[src/rtl/prog_loader_ctrl.sv]
// rtl/prog_loader_ctrl.sv - boot-time program loader: byte stream -> imem lines / dmem words
//
// Ports:
//   clk, reset        single clock, synchronous active-high reset
//   rx_data/rx_valid  incoming program byte; rx_ready = byte accepted this cycle
//   ADDR, DATA        byte address and data of the current write
//   WE_128            one-cycle imem line write strobe (DATA = full 128-bit line)
//   WE_32             one-cycle dmem word write strobe (DATA[127:96] = word)
//   DONE              load complete, sticky until reset
//   ERR               header rejected, load aborted, sticky until reset
//
// Stream layout: NI, ND (little-endian 32-bit words), then NI imem words,
// then ND dmem words.

module prog_loader_ctrl #(
  parameter int IMEM_LINES = 512,
  parameter int DMEM_WORDS = 4096
) (
  input  logic         clk,
  input  logic         reset,
  input  logic [7:0]   rx_data,
  input  logic         rx_valid,
  output logic         rx_ready,
  output logic [31:0]  ADDR,
  output logic [127:0] DATA,
  output logic         WE_32,
  output logic         WE_128,
  output logic         DONE,
  output logic         ERR
);

  typedef enum logic [2:0] {
    S_HDR_I, S_HDR_D, S_LOAD_I, S_LOAD_D, S_FIN, S_ERR
  } state_t;

  state_t         state, state_next;
  logic [1:0]     byte_idx;
  logic [23:0]    word_sr;      // first three bytes of the word in flight
  logic [31:0]    ni, nd;
  logic [31:0]    word_cnt;
  logic [31:0]    line_cnt;
  logic [127:0]   line_buf;
  logic [31:0]    addr_q;
  logic [127:0]   data_q;
  logic           we32_q, we128_q, done_q;

  logic           ready_st, accept, word_done;
  logic [31:0]    word;
  logic           last_i, last_d, line_done, hdr_reject;
  logic [33:0]    lines_needed;
  logic [127:0]   line_next;

  assign ready_st  = (state == S_HDR_I) || (state == S_HDR_D) ||
                     (state == S_LOAD_I) || (state == S_LOAD_D);
  assign rx_ready  = ready_st & ~reset;
  assign accept    = rx_valid & rx_ready;
  assign word_done = accept & (byte_idx == 2'd3);
  assign word      = {rx_data, word_sr};

  assign last_i    = (word_cnt + 32'd1) == ni;
  assign last_d    = (word_cnt + 32'd1) == nd;
  assign line_done = (word_cnt[1:0] == 2'd3) || last_i;

  // 34-bit so ceil(NI/4) cannot wrap for NI near 2^32
  assign lines_needed = ({2'b00, ni} + 34'd3) >> 2;
  // evaluated while the ND word is completing, so ND is the live word
  assign hdr_reject   = (lines_needed > 34'(IMEM_LINES)) || (word > 32'(DMEM_WORDS));

  // word k of a line lands in the top-down slot DATA[127-32k -: 32]
  always_comb begin
    line_next = line_buf;
    case (word_cnt[1:0])
      2'd0:    line_next[127:96] = word;
      2'd1:    line_next[95:64]  = word;
      2'd2:    line_next[63:32]  = word;
      default: line_next[31:0]   = word;
    endcase
  end

  always_ff @(posedge clk) begin
    if (reset) state <= S_HDR_I;
    else       state <= state_next;
  end

  always_comb begin
    state_next = state;
    case (state)
      S_HDR_I:  if (word_done) state_next = S_HDR_D;
      S_HDR_D:  if (word_done) begin
                  if (hdr_reject)     state_next = S_ERR;
                  else if (ni != 0)   state_next = S_LOAD_I;
                  else if (word != 0) state_next = S_LOAD_D;
                  else                state_next = S_FIN;
                end
      S_LOAD_I: if (word_done && last_i) state_next = (nd != 0) ? S_LOAD_D : S_FIN;
      S_LOAD_D: if (word_done && last_d) state_next = S_FIN;
      S_FIN:    state_next = S_FIN;
      S_ERR:    state_next = S_ERR;
      default:  state_next = S_HDR_I;
    endcase
  end

  always_ff @(posedge clk) begin
    if (reset) begin
      byte_idx <= 2'd0;
      word_sr  <= '0;
      ni       <= '0;
      nd       <= '0;
      word_cnt <= '0;
      line_cnt <= '0;
      line_buf <= '0;
      addr_q   <= '0;
      data_q   <= '0;
      we32_q   <= 1'b0;
      we128_q  <= 1'b0;
      done_q   <= 1'b0;
    end else begin
      we32_q  <= 1'b0;
      we128_q <= 1'b0;

      // An empty load has no final strobe to wait behind, so DONE rises
      // right after the header; otherwise it trails the final strobe by one.
      if ((state == S_HDR_D && state_next == S_FIN) || state == S_FIN)
        done_q <= 1'b1;

      if (accept) begin
        byte_idx <= byte_idx + 2'd1;
        case (byte_idx)
          2'd0:    word_sr[7:0]   <= rx_data;
          2'd1:    word_sr[15:8]  <= rx_data;
          2'd2:    word_sr[23:16] <= rx_data;
          default: ;
        endcase
      end

      if (word_done) begin
        case (state)
          S_HDR_I: ni <= word;
          S_HDR_D: nd <= word;
          S_LOAD_I: begin
            if (line_done) begin
              we128_q  <= 1'b1;
              addr_q   <= line_cnt << 4;
              data_q   <= line_next;
              line_buf <= '0;          // keeps unfilled slots of a short last line zero
              line_cnt <= line_cnt + 32'd1;
            end else begin
              line_buf <= line_next;
            end
            // dmem indexing restarts at 0 after the imem section
            word_cnt <= last_i ? 32'd0 : word_cnt + 32'd1;
          end
          S_LOAD_D: begin
            we32_q   <= 1'b1;
            addr_q   <= word_cnt << 2;
            data_q   <= {word, 96'h0};
            word_cnt <= word_cnt + 32'd1;
          end
          default: ;
        endcase
      end
    end
  end

  // Outputs read as zero throughout reset, including the first reset cycle.
  assign ADDR   = reset ? 32'h0  : addr_q;
  assign DATA   = reset ? 128'h0 : data_q;
  assign WE_32  = we32_q  & ~reset;
  assign WE_128 = we128_q & ~reset;
  assign DONE   = done_q  & ~reset;
  assign ERR    = (state == S_ERR) & ~reset;

endmodule
[config.mk]
export PLATFORM = sky130hd
export DESIGN_NAME = prog_loader_ctrl
export DESIGN_NICKNAME = d
export VERILOG_FILES = /design/src/rtl/prog_loader_ctrl.sv
export SDC_FILE = /design/constraint.sdc
export NUM_CORES = 1
export LEC_CHECK = 0
export ABC_AREA = 1
export BUFFER_PORTS_ARGS = -buffer_cell sky130_fd_sc_hd__buf_2
export CORE_MARGIN = 8
export CORE_UTILIZATION = 41
export CTS_BUF_LIST = sky130_fd_sc_hd__clkbuf_8 sky130_fd_sc_hd__clkbuf_16
export DETAILED_ROUTE_END_ITERATION = 6
export MAX_ROUTING_LAYER = met4
export PLACE_DENSITY = 0.63
export SLEW_MARGIN = 5
export SYNTH_ARGS = -nofsm -noshare
export SYNTH_HDL_FRONTEND = slang
export SYNTH_SLANG_ARGS = --single-unit
[constraint.sdc]
create_clock -name clk -period 3.9 [get_ports clk]
set_input_delay 0.39 -clock clk [delete_from_list [all_inputs] [get_ports clk]]
set_output_delay 0.39 -clock clk [all_outputs]
set_load 0.005 [all_outputs]
==> results.yml, run 1 <==
drt:
  ant_nets: 0
  first_pass_iters: 5
  drcViolationCount: 0
  vias: 23100
  via_per_inst: 5.05
  drt-initial-drc-count: 2268
  routed_wl_mm: 77.1
  wl_per_cell_um: 16.8
finish:
  diodes: 0
  multi_input_area_sq_um: 11700
  fillerInstances: 5917
  area_growth_syn_to_layout_pct: 13.7
  nets: 3814
  regArea_sq_um: 8850
  final_layout_size_suffix_gt1_share_pct: 8.61
  fin_util_pct: 47.2
worst_setup_path:
  path_class: "reg2reg"
  crit_required_ps: 4380
  cp.arrival_ps: 4140
  cp-start-kind: "flip-flop"
  rrSetupSlack_ps: 240
  critPathCaptureType: "flip-flop"
  cp_max_fo: 105
clocking:
  numCtsBuffers: 50
  postCtsSetupBuffers: 0
  clock_sinks: 442
  cts_tree: "built"
  cts_resized: 0
  clk_pin_slew_ps: 60
  cts_max_level: 2
  clockBufferDepth: 3
  clock_latency_ps: 590
  cts-root-buf: "clkbuf_16"
  postCtsHoldBufs: 0
timing:
  setup_viol: 0
  max_slew.worst_pin.slew_ps: 1040
  relSlewSlack_pct: 30.7
  hold_viol_final: 0
  clock_skew_ps: 22.5
  worst_slack_ps: 241
  slew_viol_final: 0
  post-route-period-util_pct: 93.8
  fmax_mhz: 273
  rsz0062_at_grt: "no"
  fin_crit_ps: 3660
  tns_ps: 0
pwr:
  p_total_mw: 9.71
  peakVddDrop_mv: 0.325
  power_density_nw_per_um2: 373
  p_leak_nw: 11.0
global_route:
  grt-ovfl-total: 0
  first_global_vias: 20800
  grt_pass1_wl_mm: 120
  grt_max_degree: 171
  grt_util_all_layers_pct: 24.1
  antenna_found_initial: 0
die:
  die-area_sq_um: 63600
  die_y_um: 252
  core_region_area_sq_um: 55200
  start_util_pct: 41.5
  num_rows: 86
  io-pin-count: 176
  die_w_um: 252
logic_synthesis:
  yosysUniqueCellTypes: 33
  synth.avg_cell_area_sq_um: 6.12
  seq_area_frac_synth_pct: 38.7
  synth-seq-cells: 442
  ys_warn_count: 0
  syn_inst: 3739
  netlist_area_sq_um: 22900
placement:
  port_buffers: 173
  place_congestion: 0.990
  hpwl_mm: 52.9
  dpl_worst_slack_ps: 138
flow_run:
  drv_cap: 0
status:
  status: "completed"
min_path:
  hold_class: "in2reg"
-- cells by family after synthesis --
logic type                 count (synthesis)  share of synthesized area, %
and+or+nand+nor                         2006                          35.1
xor gates and xnor gates                  36                          1.50
buffers and inverters                    619                          10.5
other                                      1                        0.0164
DFF                                      442                          38.7
adders and majority gates                  9                         0.492
AOI/OAI and AO/OA                        626                          13.8
-- sequential cells by signal, indices dropped and copies added (netlist names), 2 cells and up --
name and flops:
line_cnt 28, nd 32, word_cnt 32, line_buf 128, state 3, word_sr 24, byte_idx 2, data_q 128
addr_q 30, ni 32
-- critical path: stages (launching register included) --
cell and delay [ps]:
dfxtp_1 500, ha_2 350, nand2_2 140, nor2_4 210, nand2_1 150, nor2_2 260
nand2_1 80, nand2_1 110, nand2_1 100, nand2_1 70, nand2_1 90, nor2_1 110
nand2_1 70, nor2_1 80, nand2_1 90, nor2_4 230, nor2_4 60, nand2_1 150
nand2_8 110, buf_12 230, nor2_1 180, nor2_1 70
-- layout by cell type (no fill, tap or decap), drive strengths merged --
cell type,count
dfxtp,442
xor2,34
clkinvlp,1
buf,218
nand3,175
inv,410
and3,1
nand2,1144
o21a,2
a21oi,289
o211ai,1
o21bai,2
o21ai,330
xnor3,2
nand3b,14
nor3b,2
ha,9
nand4,29
conb,2
bufinv,4
nor3,55
clkbuf,64
nor2,571
nor4,15
a31oi,2
clkinv,16
-- Yosys cell counts --
| cell | count | area (sq um) |
|---|---|---|
| a21oi_1 | 289 | 1450 |
| a31oi_1 | 2 | 12.5 |
| and3_1 | 1 | 6.26 |
| buf_1 | 18 | 67.6 |
| buf_2 | 37 | 185 |
| buf_4 | 6 | 45.0 |
| buf_6 | 1 | 11.3 |
| clkbuf_1 | 154 | 578 |
| clkinv_1 | 4 | 15.0 |
| conb_1 | 1 | 3.75 |
| dfxtp_1 | 442 | 8850 |
| ha_1 | 9 | 113 |
| inv_1 | 395 | 1480 |
| inv_2 | 4 | 15.0 |
| nand2_1 | 1141 | 4280 |
| nand2_2 | 3 | 18.8 |
| nand3_1 | 175 | 876 |
| nand3b_1 | 14 | 105 |
| nand4_1 | 29 | 181 |
| nor2_1 | 562 | 2110 |
| nor2_2 | 7 | 43.8 |
| nor2_4 | 2 | 22.5 |
| nor3_1 | 55 | 275 |
| nor3b_1 | 2 | 15.0 |
| nor4_1 | 15 | 93.8 |
| o211ai_1 | 1 | 7.51 |
| o21a_1 | 2 | 15.0 |
| o21ai_0 | 276 | 1380 |
| o21ai_1 | 54 | 270 |
| o21bai_1 | 1 | 7.51 |
| o21bai_2 | 1 | 11.3 |
| xnor3_1 | 2 | 45.0 |
| xor2_1 | 34 | 298 |
-- per-layer routing --
metal / global-route usage [%] / wire, um / vias up
met3: 3.78 / 5860 / 134
met2: 36.4 / 34100 / 820
met4: 9.34 / 3050 / 0
met1: 32.0 / 34100 / 10400
li1: - / - / 11800
met5: - / 0 / -
-- power breakdown --
part           switching (mW)  leakage [nW]  internal, mW  total [mW]
Sequential             0.0177          3.56          4.53        4.55
Combinational           0.242          6.54        0.0560       0.298
Clock                    1.98         0.884          2.88        4.86
-- stage by stage --
step | hold slack (ps) | cells | area (sq um)
5_1_grt | 117 | 4582 | 26000
3_3_place_gp | 425 | 4490 | 24300
3_5_place_dp | 429 | 4490 | 24300
6_report | 113 | 4582 | 26000
2_1_floorplan | 418 | 3740 | 22900
4_1_cts | 85.2 | 4582 | 26000
-- worst paths after layout --
check	start	to	cells after the start
setup reg to reg	word_cnt[0]	data_q[107]	21
hold reg to reg	line_buf[7]	line_buf[7]	2
setup / recovery	word_cnt[0]	data_q[107]	21
hold / removal	reset	line_cnt[21]	2
-- area by class of cell --
type,instances,share of cell area (%)
clock buffers,64,5.59
clock inverters,28,0.928
repair buffers,218,5.06
inverters,403,5.84
well taps,748,3.60
multi-input cells,2679,45.0
flip-flops and latches,442,34.0
Note: power is estimated with default switching activity, not from simulation.
==> run 2, diff against run 1 <==
--- a/config.mk
+++ b/config.mk
@@ -7,12 +7,14 @@
 export LEC_CHECK = 0
 export ABC_AREA = 1
 export BUFFER_PORTS_ARGS = -buffer_cell sky130_fd_sc_hd__buf_2
+export CELL_PAD_IN_SITES_DETAIL_PLACEMENT = 0
+export CELL_PAD_IN_SITES_GLOBAL_PLACEMENT = 1
 export CORE_MARGIN = 8
 export CORE_UTILIZATION = 41
 export CTS_BUF_LIST = sky130_fd_sc_hd__clkbuf_8 sky130_fd_sc_hd__clkbuf_16
 export DETAILED_ROUTE_END_ITERATION = 6
 export MAX_ROUTING_LAYER = met4
-export PLACE_DENSITY = 0.63
+export PLACE_DENSITY = 0.83
 export SLEW_MARGIN = 5
 export SYNTH_ARGS = -nofsm -noshare
 export SYNTH_HDL_FRONTEND = slang
==> results.yml, run 2 (same netlist as run 1, synthesis figures left out) <==
drt:
  wl_per_cell_um: 17.1
  routed_wl_mm: 78.6
  drt-initial-drc-count: 2051
  ant_nets: 0
  first_pass_iters: 7
  vias: 23000
  drcViolationCount: 0
  via_per_inst: 5.02
worst_setup_path:
  crit_required_ps: 4400
  cp_slowest_cell: "dfxtp_1"
  cp-start-kind: "flip-flop"
  cp_slowest_stage_delay_ps: 460
  path_class: "reg2reg"
  worst_r2r_path_depth: 21
  cp.arrival_ps: 4080
  rrSetupSlack_ps: 310
  critPathCaptureType: "flip-flop"
  crit_end: "data_q[112]"
  r2r_end: "data_q[112]"
  regToRegStartpoint: "word_cnt[1]"
  crit_start: "word_cnt[1]"
  cp_max_fo: 42
  path_cells: "ha_2, nand2_2, nor2_4, nand2_1, nand2_1, nand2_1, nand2_1, nand2_1, nor2_1, nand2_1, nor2_1, nand2_1, nor2_1, nand2_1, nor2_2, nor2_4, nand2_1, nand2_8, buf_4, nor2_1, nor2_1"
  crit_path_frequent_cell: "nand2_1"
global_route:
  grt_max_degree: 107
  grt_util_all_layers_pct: 24.5
  antenna_found_initial: 0
  grt_pass1_wl_mm: 122
  first_global_vias: 20900
  grt-ovfl-total: 0
timing:
  fmax_mhz: 279
  setup_viol: 0
  rsz0062_at_grt: "yes"
  relSlewSlack_pct: 28.4
  clock_skew_ps: 27.6
  worst_slack_ps: 311
  hold_viol_final: 0
  post-route-period-util_pct: 92.0
  slew_viol_final: 0
  max_slew.worst_pin.slew_ps: 1070
  fin_crit_ps: 3590
clocking:
  postCtsHoldBufs: 0
  clk_pin_slew_ps: 60
  cts-root-buf: "clkbuf_16"
  cts_tree: "built"
  clockBufferDepth: 3
  clock_latency_ps: 610
  clock_sinks: 442
  numCtsBuffers: 50
  cts_max_level: 2
finish:
  fin_area_sq_um: 26000
  fin_util_pct: 47.2
  area_growth_syn_to_layout_pct: 13.7
  diodes: 0
  reg_top3: "data_q x128, line_buf x128"
  layout_commonest_cell: "nand2_1"
  final_layout_size_suffix_gt1_share_pct: 8.80
  layout_common_cells: "1,141 x nand2_1, 559 x nor2_1, 441 x dfxtp_1"
  nets: 3819
  layout.cells.non_filler: 4588
pwr:
  power_density_nw_per_um2: 373
  p_leak_nw: 11.0
  peakVddDrop_mv: 0.325
die:
  num_rows: 86
  core_region_area_sq_um: 55200
  die-area_sq_um: 63600
  die_w_um: 252
  io-pin-count: 176
  die_y_um: 252
  start_util_pct: 41.5
status:
  status: "completed"
placement:
  port_buffers: 173
  dp.cells: 4495
  hpwl_mm: 54.9
  dpl_cell_area_sq_um: 24300
  dpl_worst_slack_ps: 228
  place_congestion: 0.976
min_path:
  hold_class: "in2reg"
flow_run:
  drv_cap: 0
## run 2: cell count changes in the layout (fill, tap and decap cells not counted), sizes merged
cell | before | now
clkinv | 16 | 22
clkbuf | 64 | 61
buf | 218 | 223
inv | 410 | 408
## run 2: what timing repair did
item	in CTS	in global routing
resized for setup	0	3
endpoints found under the setup margin	0	88
setup buffers	0	0
hold endpoints to repair	0	0
## run 2: per-layer routing
| layer | track usage (%) | up-vias | part of all wire (%) |
|---|---|---|---|
| li1 | - | 11800 | - |
| met1 | 32.9 | 10400 | 46 |
| met2 | 38.0 | 684 | 45 |
| met3 | 3.21 | 133 | 5.8 |
| met4 | 8.30 | 0 | 3.3 |
| met5 | - | - | 0 |
## run 2: how the worst min path moves through the flow
stage / start / endpoint / slack (ps) / cells past startpoint
2_1_floorplan: line_buf[0] / line_buf[0] / 420 / 2
3_3_place_gp: line_buf[18] / line_buf[18] / 430 / 2
3_5_place_dp: line_buf[11] / line_buf[11] / 430 / 2
4_1_cts: rx_data[6] / word_sr[22] / 160 / 3
5_1_grt: reset / line_cnt[14] / 200 / 2
6_report: reset / line_cnt[20] / 190 / 2
## run 2: stage by stage
step	hold slack, ps	setup TNS [ps]	power [mW]
floorplan	418	0	4.81
global placement	425	0	4.95
detailed placement	430	0	4.95
CTS	158	0	9.79
global route	202	-1.22	9.98
finish	190	0	9.71
## run 2: worst max-delay path: cells and delay by family, from the launching register on
family        cells  cell delay (ps)
simple gates     19             2420
flops             1              460
buf+inv           1              330
fa+ha+maj         1              270
## run 2: final cells by class
type	count	area, sq um
flip-flops and latches	442	8850
clock buffers	61	1410
multi-input cells	2679	11700
inverters	403	1520
repair buffers	223	1320
fillers	5978	29200
clock inverters	32	285
well taps	748	936
## run 2: power breakdown
group          total [mW]  switching, mW  internal, mW
clock                4.85           2.01          2.84
sequential           4.55         0.0181          4.53
combinational       0.309          0.251        0.0576
==> run 3, diff against run 2 <==
--- a/config.mk
+++ b/config.mk
@@ -14,7 +14,7 @@
 export CTS_BUF_LIST = sky130_fd_sc_hd__clkbuf_8 sky130_fd_sc_hd__clkbuf_16
 export DETAILED_ROUTE_END_ITERATION = 6
 export MAX_ROUTING_LAYER = met4
-export PLACE_DENSITY = 0.83
+export PLACE_DENSITY_LB_ADDON = 0.12
 export SLEW_MARGIN = 5
 export SYNTH_ARGS = -nofsm -noshare
 export SYNTH_HDL_FRONTEND = slang
==> results.yml, run 3 (same netlist as run 1, synthesis figures left out) <==
timing:
  fmax_mhz: 280
  tns_ps: 0
  post-route-period-util_pct: 91.7
  relSlewSlack_pct: 22.3
  hold_viol_final: 0
  worst_slack_ps: 324
  setup_viol: 0
  max_slew.worst_pin.slew_ps: 1170
  fin_crit_ps: 3580
  rsz0062_at_grt: "no"
  slew_viol_final: 0
  clock_skew_ps: 15.2
finish:
  final_layout_size_suffix_gt1_share_pct: 8.68
  fillerInstances: 5906
  layout_commonest_cell: "nand2_1"
  diodes: 0
  layout_common_cells: "1,141 x nand2_1, 559 x nor2_1, 442 x dfxtp_1"
  area_growth_syn_to_layout_pct: 14.3
  reg_top3: "data_q x128, line_buf x128"
  fin_area_sq_um: 26200
  nets: 3830
  fin_util_pct: 47.4
min_path:
  hold_class: "in2reg"
clocking:
  postCtsHoldBufs: 0
  cts_tree: "built"
  clock_latency_ps: 600
  cts-root-buf: "clkbuf_16"
  clockBufferDepth: 3
  cts_max_level: 2
  clk_pin_slew_ps: 60
  clock_sinks: 442
  numCtsBuffers: 52
status:
  status: "completed"
worst_setup_path:
  cp_max_fo: 98
  cp-start-kind: "flip-flop"
  critPathCaptureType: "flip-flop"
  crit_path_frequent_cell: "nand2_1"
  cp_slowest_cell: "dfxtp_1"
  cp.arrival_ps: 4040
  path_class: "reg2reg"
  path_cells: "nand2_1, nor2_2, nand2_1, nor2_2, nand2_1, nand2_1, nand2_1, nand2_1, nand2_1, nor2_1, nand2_1, nor2_1, nand2_1, nor2_2, buf_4, nor2_4, nand2_1, nand2_8, buf_12, nand2_1, o21ai_0"
  crit_required_ps: 4360
  crit_buf_inv: 2
  path_delay_family: "simple AND/OR/NAND/NOR gates"
  cp_slowest_stage_delay_ps: 520
die:
  core_region_area_sq_um: 55200
  die_y_um: 252
  die-area_sq_um: 63600
  io-pin-count: 176
  start_util_pct: 41.5
  die_w_um: 252
  num_rows: 86
drt:
  vias: 23400
  drt-initial-drc-count: 1759
  wl_per_cell_um: 18.6
  routed_wl_mm: 85.3
  first_pass_iters: 6
  via_per_inst: 5.10
  ant_nets: 0
  drcViolationCount: 0
global_route:
  grtUsageMet2_pct: 43.1
  grt_util_all_layers_pct: 26.8
  first_global_vias: 22000
  grt_pass1_wl_mm: 130
  grt_max_degree: 131
  met1_usage_pct: 34.1
  grt-ovfl-total: 0
  antenna_found_initial: 1
  top_usage_layer: "met2"
  grt_use_met3_pct: 3.69
pwr:
  power_density_nw_per_um2: 370
  p_leak_nw: 11.1
  peakVddDrop_mv: 0.283
placement:
  dpl_cell_area_sq_um: 24500
  dpl_worst_slack_ps: 136
  hpwl_mm: 59.8
  place_congestion: 0.921
  port_buffers: 173
flow_run:
  drv_cap: 0
[run 3: cell count changes in the layout (fill, tap and decap cells not counted), moves of 3 or more]
cell | before | now
buf_4 | 43 | 46
clkinv_4 | 3 | 0
buf_12 | 5 | 12
inv_1 | 402 | 411
clkinv_2 | 14 | 5
[run 3: stage by stage]
| step | hold slack, ps | instances | power, mW |
|---|---|---|---|
| 5_1_grt | 179 | 4595 | 10.0 |
| 3_3_place_gp | 425 | 4501 | 4.96 |
| 4_1_cts | 164 | 4592 | 9.80 |
| 6_report | 193 | 4595 | 9.69 |
| 2_1_floorplan | 418 | 3740 | 4.81 |
| 3_5_place_dp | 429 | 4501 | 4.96 |
[run 3: report_power, final]
part | internal, mW | leakage (nW) | switching (mW)
combinational | 0.0609 | 6.63 | 0.250
clock | 2.84 | 0.894 | 1.99
sequential | 4.53 | 3.56 | 0.0200
total | 7.43 | 11.1 | 2.26
[run 3: worst min-delay path, cell delays in order]
cell and delay [ps]:
buf_2 150, o21ai_0 100, a21oi_1 100
[run 3: routing by layer]
metal | vias up | wire (um)
met3 | 136 | 4580
met5 | - | 0
met4 | 0 | 3200
li1 | 11800 | -
met2 | 647 | 39200
met1 | 10800 | 38300
[run 3: layout make-up]
class | count | area (sq um) | share of cell area, %
clock buffers | 63 | 1460 | 5.59
well taps | 748 | 936 | 3.58
flip-flops and latches | 442 | 8850 | 33.8
inverters | 403 | 1520 | 5.80
multi-input cells | 2679 | 11700 | 44.8
repair buffers | 232 | 1470 | 5.63
clock inverters | 28 | 218 | 0.832
[run 3: worst paths after layout]
path	cells past startpoint	slack, ps	endpoint	startpoint
worst max register to register	21	320	data_q[92]	word_cnt[2]
worst max-delay path	21	320	data_q[92]	word_cnt[2]
worst min-delay path	3	190	word_sr[7]	rx_data[7]
worst min register to register	2	440	line_buf[2]	line_buf[2]
[run 3: what timing repair did]
item / 4_1_cts / 5_1_grt
setup endpoints to repair: 0 / 136
setup buffers: 0 / 3
resized for setup: 0 / 2
